File: config.mk
export PLATFORM = sky130hd
export DESIGN_NAME = segre_scoreboard_ctrl_flat
export DESIGN_NICKNAME = d
export VERILOG_FILES = /design/src/rtl/segre_scoreboard_ctrl_if.sv /design/src/rtl/segre_scoreboard_ctrl.sv /design/src/flat_wrapper.sv
export SDC_FILE = /design/constraint.sdc
export NUM_CORES = 1
export LEC_CHECK = 0
export ABC_CLOCK_PERIOD_IN_PS = 4700
export BUFFER_PORTS_ARGS = -buffer_cell sky130_fd_sc_hd__clkbuf_2
export CORE_MARGIN = 3
export CORE_UTILIZATION = 45
export CTS_BUF_LIST = sky130_fd_sc_hd__clkbuf_4 sky130_fd_sc_hd__clkbuf_8
export DETAILED_ROUTE_END_ITERATION = 6
export PLACE_DENSITY_LB_ADDON = 0.25
export RECOVER_POWER = 50
export SYNTH_ARGS = -nofsm -noshare
export SYNTH_HDL_FRONTEND = slang
export SYNTH_SLANG_ARGS = --single-unit
File: constraint.sdc
create_clock -name clk_i -period 4.7 [get_ports clk_i]
set_clock_uncertainty 0.2 [all_clocks]
set_input_delay 0.235 -clock clk_i [delete_from_list [all_inputs] [get_ports clk_i]]
set_output_delay 0.235 -clock clk_i [all_outputs]
set_load 0.01 [all_outputs]
File: src/rtl/segre_scoreboard_ctrl_if.sv
// Decode-stage issue interface between the ID stage (master) and the scoreboard controller (slave).
interface segre_scoreboard_ctrl_if #(
  parameter int unsigned REG_SIZE = 5
);
  logic                id_valid_i;
  logic [REG_SIZE-1:0] id_src_a_i;
  logic [REG_SIZE-1:0] id_src_b_i;
  logic                id_rd_src_a_i;
  logic                id_rd_src_b_i;
  logic [REG_SIZE-1:0] id_dst_i;
  logic                id_we_i;
  logic [1:0]          id_class_i;
  logic                pipe_hold_i;
  logic                flush_i;
  logic                finish_test_i;
  logic                issue_o;
  logic                stall_id_o;
  logic                inject_nop_ex_o;
  logic                bypass_a_o;
  logic                bypass_b_o;
  logic                busy_o;
  logic                finish_test_o;

  modport master (
    output id_valid_i, id_src_a_i, id_src_b_i, id_rd_src_a_i, id_rd_src_b_i, id_dst_i, id_we_i,
    output id_class_i, pipe_hold_i, flush_i, finish_test_i,
    input  issue_o, stall_id_o, inject_nop_ex_o, bypass_a_o, bypass_b_o, busy_o, finish_test_o
  );

  modport slave (
    input  id_valid_i, id_src_a_i, id_src_b_i, id_rd_src_a_i, id_rd_src_b_i, id_dst_i, id_we_i,
    input  id_class_i, pipe_hold_i, flush_i, finish_test_i,
    output issue_o, stall_id_o, inject_nop_ex_o, bypass_a_o, bypass_b_o, busy_o, finish_test_o
  );
endinterface

File: src/rtl/segre_scoreboard_ctrl.sv
// Per-register countdown scoreboard: issue/stall/bypass decisions, write-port slot tracking and
// end-of-test drain sequencing for the ID stage.
module segre_scoreboard_ctrl #(
  parameter int unsigned NUM_REGS     = 32,
  parameter int unsigned REG_SIZE     = 5,
  parameter int unsigned NUM_CLASSES  = 3,
  parameter int unsigned LAT_ALU      = 1,
  parameter int unsigned LAT_LOAD     = 2,
  parameter int unsigned LAT_MUL      = 5,
  parameter int unsigned FINISH_DELAY = 4,
  parameter int unsigned CNT_W        = $clog2(LAT_MUL + 1)
) (
  input logic                    clk_i,
  input logic                    rst_i,
  segre_scoreboard_ctrl_if.slave sb
);

  localparam int unsigned DlyW = (FINISH_DELAY > 1) ? $clog2(FINISH_DELAY) : 1;

  localparam logic [1:0] FinIdle  = 2'd0;
  localparam logic [1:0] FinDrain = 2'd1;
  localparam logic [1:0] FinDelay = 2'd2;
  localparam logic [1:0] FinDone  = 2'd3;

  logic [CNT_W-1:0] cnt_q [NUM_REGS];
  logic [LAT_MUL:1] ws_q;
  logic [1:0]       fin_q;
  logic [DlyW-1:0]  dly_q;

  logic [1:0]       cls;
  logic [CNT_W-1:0] lat;
  logic [CNT_W-1:0] cnt_a, cnt_b, cnt_dst;
  logic             act_a, act_b, raw_a, raw_b, waw, structural, hazard, alloc, busy;

  // Out-of-range class codes behave as ALU.
  assign cls = (32'(sb.id_class_i) < NUM_CLASSES) ? sb.id_class_i : 2'd0;

  always_comb begin
    lat = CNT_W'(LAT_ALU);
    case (cls)
      2'd1:    lat = CNT_W'(LAT_LOAD);
      2'd2:    lat = CNT_W'(LAT_MUL);
      default: lat = CNT_W'(LAT_ALU);
    endcase
  end

  assign cnt_a   = cnt_q[sb.id_src_a_i];
  assign cnt_b   = cnt_q[sb.id_src_b_i];
  assign cnt_dst = cnt_q[sb.id_dst_i];

  assign act_a = sb.id_rd_src_a_i && (sb.id_src_a_i != '0);
  assign act_b = sb.id_rd_src_b_i && (sb.id_src_b_i != '0);
  assign raw_a = act_a && (cnt_a > CNT_W'(1));
  assign raw_b = act_b && (cnt_b > CNT_W'(1));

  assign waw        = sb.id_we_i && (sb.id_dst_i != '0) && (cnt_dst >= lat);
  assign structural = sb.id_we_i && ws_q[lat];
  assign hazard     = raw_a || raw_b || waw || structural || (fin_q != FinIdle);

  assign sb.issue_o         = sb.id_valid_i && !hazard && !sb.pipe_hold_i && !sb.flush_i;
  assign sb.stall_id_o      = sb.id_valid_i && hazard && !sb.flush_i;
  assign sb.inject_nop_ex_o = sb.stall_id_o || sb.flush_i;
  assign sb.bypass_a_o      = act_a && (cnt_a == CNT_W'(1));
  assign sb.bypass_b_o      = act_b && (cnt_b == CNT_W'(1));
  assign sb.busy_o          = busy;
  assign sb.finish_test_o   = (fin_q == FinDone);

  assign alloc = sb.issue_o && sb.id_we_i && (sb.id_dst_i != '0);

  always_comb begin
    busy = 1'b0;
    for (int r = 1; r < int'(NUM_REGS); r++) begin
      busy = busy | (cnt_q[r] != '0);
    end
  end

  // Allocation is written last so it overrides the same-cycle decrement and slot shift.
  always_ff @(posedge clk_i or posedge rst_i) begin
    if (rst_i) begin
      for (int r = 0; r < int'(NUM_REGS); r++) begin
        cnt_q[r] <= '0;
      end
      ws_q <= '0;
    end else begin
      if (!sb.pipe_hold_i) begin
        for (int r = 1; r < int'(NUM_REGS); r++) begin
          if (cnt_q[r] != '0) cnt_q[r] <= cnt_q[r] - CNT_W'(1);
        end
        ws_q <= {1'b0, ws_q[LAT_MUL:2]};
      end
      if (alloc) begin
        cnt_q[sb.id_dst_i] <= lat;
        ws_q[lat]          <= 1'b1;
      end
    end
  end

  always_ff @(posedge clk_i or posedge rst_i) begin
    if (rst_i) begin
      fin_q <= FinIdle;
      dly_q <= '0;
    end else begin
      case (fin_q)
        FinIdle: if (sb.finish_test_i) fin_q <= FinDrain;
        FinDrain: begin
          if (!busy) begin
            fin_q <= FinDelay;
            dly_q <= DlyW'(FINISH_DELAY - 1);
          end
        end
        FinDelay: begin
          if (dly_q == '0) fin_q <= FinDone;
          else             dly_q <= dly_q - DlyW'(1);
        end
        default: fin_q <= FinDone;
      endcase
    end
  end

endmodule

File: src/flat_wrapper.sv
// flat-port wrapper written by rule: the top's interface ports become plain ports
module segre_scoreboard_ctrl_flat 
#(
  parameter int unsigned NUM_REGS     = 32,
  parameter int unsigned REG_SIZE     = 5,
  parameter int unsigned NUM_CLASSES  = 3,
  parameter int unsigned LAT_ALU      = 1,
  parameter int unsigned LAT_LOAD     = 2,
  parameter int unsigned LAT_MUL      = 5,
  parameter int unsigned FINISH_DELAY = 4,
  parameter int unsigned CNT_W        = $clog2(LAT_MUL + 1)
)
  (clk_i, rst_i, sb_id_valid_i, sb_id_src_a_i, sb_id_src_b_i, sb_id_rd_src_a_i, sb_id_rd_src_b_i, sb_id_dst_i, sb_id_we_i, sb_id_class_i, sb_pipe_hold_i, sb_flush_i, sb_finish_test_i, sb_issue_o, sb_stall_id_o, sb_inject_nop_ex_o, sb_bypass_a_o, sb_bypass_b_o, sb_busy_o, sb_finish_test_o);
  segre_scoreboard_ctrl_if #(.REG_SIZE(REG_SIZE)) sb_i ();
  input logic clk_i;
  input logic rst_i;
  input wire logic [$bits(sb_i.id_valid_i)-1:0] sb_id_valid_i;
  input wire logic [$bits(sb_i.id_src_a_i)-1:0] sb_id_src_a_i;
  input wire logic [$bits(sb_i.id_src_b_i)-1:0] sb_id_src_b_i;
  input wire logic [$bits(sb_i.id_rd_src_a_i)-1:0] sb_id_rd_src_a_i;
  input wire logic [$bits(sb_i.id_rd_src_b_i)-1:0] sb_id_rd_src_b_i;
  input wire logic [$bits(sb_i.id_dst_i)-1:0] sb_id_dst_i;
  input wire logic [$bits(sb_i.id_we_i)-1:0] sb_id_we_i;
  input wire logic [$bits(sb_i.id_class_i)-1:0] sb_id_class_i;
  input wire logic [$bits(sb_i.pipe_hold_i)-1:0] sb_pipe_hold_i;
  input wire logic [$bits(sb_i.flush_i)-1:0] sb_flush_i;
  input wire logic [$bits(sb_i.finish_test_i)-1:0] sb_finish_test_i;
  output wire logic [$bits(sb_i.issue_o)-1:0] sb_issue_o;
  output wire logic [$bits(sb_i.stall_id_o)-1:0] sb_stall_id_o;
  output wire logic [$bits(sb_i.inject_nop_ex_o)-1:0] sb_inject_nop_ex_o;
  output wire logic [$bits(sb_i.bypass_a_o)-1:0] sb_bypass_a_o;
  output wire logic [$bits(sb_i.bypass_b_o)-1:0] sb_bypass_b_o;
  output wire logic [$bits(sb_i.busy_o)-1:0] sb_busy_o;
  output wire logic [$bits(sb_i.finish_test_o)-1:0] sb_finish_test_o;
  assign sb_i.id_valid_i = sb_id_valid_i;
  assign sb_i.id_src_a_i = sb_id_src_a_i;
  assign sb_i.id_src_b_i = sb_id_src_b_i;
  assign sb_i.id_rd_src_a_i = sb_id_rd_src_a_i;
  assign sb_i.id_rd_src_b_i = sb_id_rd_src_b_i;
  assign sb_i.id_dst_i = sb_id_dst_i;
  assign sb_i.id_we_i = sb_id_we_i;
  assign sb_i.id_class_i = sb_id_class_i;
  assign sb_i.pipe_hold_i = sb_pipe_hold_i;
  assign sb_i.flush_i = sb_flush_i;
  assign sb_i.finish_test_i = sb_finish_test_i;
  assign sb_issue_o = sb_i.issue_o;
  assign sb_stall_id_o = sb_i.stall_id_o;
  assign sb_inject_nop_ex_o = sb_i.inject_nop_ex_o;
  assign sb_bypass_a_o = sb_i.bypass_a_o;
  assign sb_bypass_b_o = sb_i.bypass_b_o;
  assign sb_busy_o = sb_i.busy_o;
  assign sb_finish_test_o = sb_i.finish_test_o;
  segre_scoreboard_ctrl #(.NUM_REGS(NUM_REGS), .REG_SIZE(REG_SIZE), .NUM_CLASSES(NUM_CLASSES), .LAT_ALU(LAT_ALU), .LAT_LOAD(LAT_LOAD), .LAT_MUL(LAT_MUL), .FINISH_DELAY(FINISH_DELAY), .CNT_W(CNT_W)) u_core (.clk_i(clk_i), .rst_i(rst_i), .sb(sb_i));
endmodule
==> impl_results.md <==
- Vias in the first global route: 7175
- Placed cells: 1212
- Worst slew pin tran: 2.990 ns
- Period Utilization, post-route: 0.9322
- Crit-path cells: mux4_2 > mux4_2 > mux2_2 > ha_1 > a21o_1 > a21oi_1 > o21a_1 > o41ai_4 > buf_4 > nor3_1 > and2_1 > clkbuf_2
- DIE WIDTH: 150.4 µm
- Multiplexer share of the synthesized area: 0.2424
- Tmin final: 4.381 ns
- Library cells used by synthesis: 68
- GPL Wtd Cong: 0.9085
- Clock-pin slew on the worst setup and hold paths: 0.10 ns
- Core area: 20360 µm²
- Critical-path top delay cell: mux4_2
- Gate Count Post-Synth: 950
- Synth top area share: 0.2802
- Post-Synth Simple-Gate Area: 0.1811
- XOR/XNOR Fraction of Synth Area: 0.02895
- Max-Cap Viols: 2
- CP arrival: 3.95 ns
- Post_cts resized: 0
- Final Hold Fails: 0
- Tot GR Track Use: 0.2484
- Yosys reg bits: 105
- Failing checks: capacitance limit, slew limit
- Crit path to: sb_issue_o
- Bufs and invs on worst path: 2
- Detailed Route Iter0 Violations: 665
- Core Util, Final: 0.4899
- Largest family of logic cells by synthesized area: multiplexers
- Area growth, synth to finish: 6.378%
- FF-to-FF path depth: 11
- Levels on crit path: 12
- Die footprint: 22610 µm²
- Final Max Slew Viols: 101
- Number of remaining DRC errors: 0
- Post-DRT Antenna Nets: 0
- Fillers: 1900
- Crit path max fanout: 11
- Setup crit start kind: flop
- Pin count of the biggest net entering global routing: 64
- Register-to-Register Setup Slack: 0.72 ns
- Setup-failing EPs final: 0
- Register area share after synthesis: 0.2802
- Top FF cell, synth: dfrtp_1
- R2R Path Start: u_core.cnt_q[46]
- # diodes: 0
- Via Count: 7593
- Non-filler cells, final: 1230
- Slew Limit Headroom: -1.004
- Largest cells by area after synthesis: dfrtp_1 (28%), mux4_2 (13%), mux2i_1 (11%)
- Ys async rst share: 1.000
- Yosys top cell by area: dfrtp_1
- Synth Area in Adders: 0.09206
- Footprint of the multi-input gates: 6147 µm²
- Hold Path Class: input pin to flop
- Crit path max-delay family: multiplexers
- Critical path capture point type: output port
- Slowest stage delay, CP: 0.53 ns
- Status: finished, violations left
- Critical R2R Capture: u_core.cnt_q[48]
- RSZ-0062 raised after global routing: false
- Num rows: 52
- Maximum vdd drop: 0.0001804 V
- CP Launch Point: u_core.cnt_q[46]
- Initial antenna violation count: 0
- Pleak: 0.004039 µW
- Global-route wire length before repair: 42550 µm
- CTS tree: yes
- Syn avg cell area: 9.871 µm²
- Input/output buffers: 32
- CTS Buf Count: 9
- Layout cell share with drive strength beyond 1: 0.1677
- Cell Pwr Density: 514.3 nW/µm²
- WL final: 27220 µm
- Synth warn: 0
- TNS Setup: 0 ns
- Worst-skew pair later-pin latency: 0.40 ns
- Nets: 1050
- Die H: 150.4 µm
- Starting Density: 0.4605
- Clock buffer depth: 2
- Synth Net Count: 1045
- Fmax: 228.2 MHz
- Ports: 33
- Worst path most repeated cell: mux4_2
- Kind of critical path: flop to output port
- Clk sink count: 105
- Mapped cell area: 9378 µm²
- DRT Pass-1 Iters: 7
- H-tree Lvls: 3
- GR Overflow Total: 0
- CP required: 4.26 ns
- Wire per inst: 22.13 µm
- Root Buffer: clkbuf_8
- Reg area: 2628 µm²
- Via/cell ratio: 6.173
- EDFF count, synth: 0
- Compound-Gate Fraction of Synth Area: 0.1090
- Post-DP HPWL: 19860 µm
[cell type report]
type / instances / share of cell area
clock inverters: 6 / 0.005895
well taps: 270 / 0.03386
multi-input cells: 697 / 0.6162
clock buffers: 10 / 0.01317
flip-flops and latches: 105 / 0.2634
repair buffers: 56 / 0.03499
inverters: 86 / 0.03248
[cell usage in the layout (no fill, tap or decap), types with 7 or more instances in the layout]
cell type / count
a21boi_0: 20
a21oi_1: 32
a31oi_1: 32
buf_4: 19
clkbuf_2: 31
clkbuf_8: 9
dfrtp_1: 105
ha_1: 69
inv_1: 84
mux2i_1: 100
mux4_2: 53
nand2_1: 70
nand2b_1: 7
nor2_1: 76
nor2b_1: 24
nor3_1: 18
nor3b_1: 7
nor4_2: 16
nor4_4: 11
o21ai_0: 34
xnor2_1: 31
[cells by family after synthesis]
kind of cell    after synthesis
mux                         160
flops                       105
compound gates              156
fa+ha+maj                    69
buf+inv                     148
xor+xnor                     31
simple gates                281
[through the flow]
stage | power [µW] | hold slack [ns] | cell area, µm² | worst slack (ns)
after floorplan | 3744 | 0.2365 | 9378 | 0.09369
after global placement | 4447 | 0.2297 | 9776 | 0.4509
after detailed placement | 4505 | 0.2216 | 9776 | 0.3731
after CTS | 5104 | 0.02585 | 9986 | 0.2954
after global routing | 5580 | 0.09084 | 9976 | 0.1535
final | 5131 | 0.03864 | 9976 | 0.3187
[sequential cells by signal, summed over array words and instances (netlist names), named ones only]
register      flops
u_core.dly_q      2
u_core.fin_q      2
u_core.cnt_q     96
u_core.ws_q       3
[worst reg2reg max path: cells and delay by family (launching register included)]
kind	cells	cell delay (ns)
AO/OA/AOI/OAI	4	0.65
flip-flops	1	0.46
adder cells (fa/ha/maj)	1	0.28
multiplexers	4	1.57
AND/OR/NAND/NOR	1	0.46
buffers and inverters	1	0.28
[cells in the mapped netlist (31+ instances only)]
master	count
xnor2_1	31
mux2i_1	100
o21ai_0	34
dfrtp_1	105
clkbuf_1	34
nor2_1	76
inv_1	85
a21oi_1	32
a31oi_1	32
nand2_1	70
ha_1	69
mux4_2	53
[how the worst min path moves through the flow]
stage / from / endpoint / slack (ns) / cells after the start
after floorplan: sb_finish_test_i / u_core.fin_q[0] / 0.24 / 2
after global placement: u_core.cnt_q[95] / u_core.cnt_q[95] / 0.23 / 0
after detailed placement: u_core.cnt_q[95] / u_core.cnt_q[95] / 0.22 / 0
after CTS: sb_id_class_i[1] / u_core.ws_q[1] / 0.03 / 4
after global routing: sb_id_class_i[1] / u_core.ws_q[1] / 0.09 / 4
final: sb_id_class_i[1] / u_core.ws_q[1] / 0.04 / 4
[what timing repair did]
action                    4_1_cts  5_1_grt
hold endpoints to repair       63        0
hold buffers                    2        0
buffers inserted                0        0
[power by group]
group	switching [µW]	internal, µW	total [µW]	leakage, µW
logic	1300	1270	2570	0.00268
clock network	333	250	583	0.000103
registers	677	1300	1980	0.00126
[per-layer routing]
layer	wire length (µm)	track usage	up-vias
li1	-	-	3443
met1	12040	0.3498	3777
met2	12310	0.3792	319
met3	2197	0.05930	54
met4	669	0.07777	0
met5	0	0	-
No activity file was read; power rests on OpenSTA's default activity.
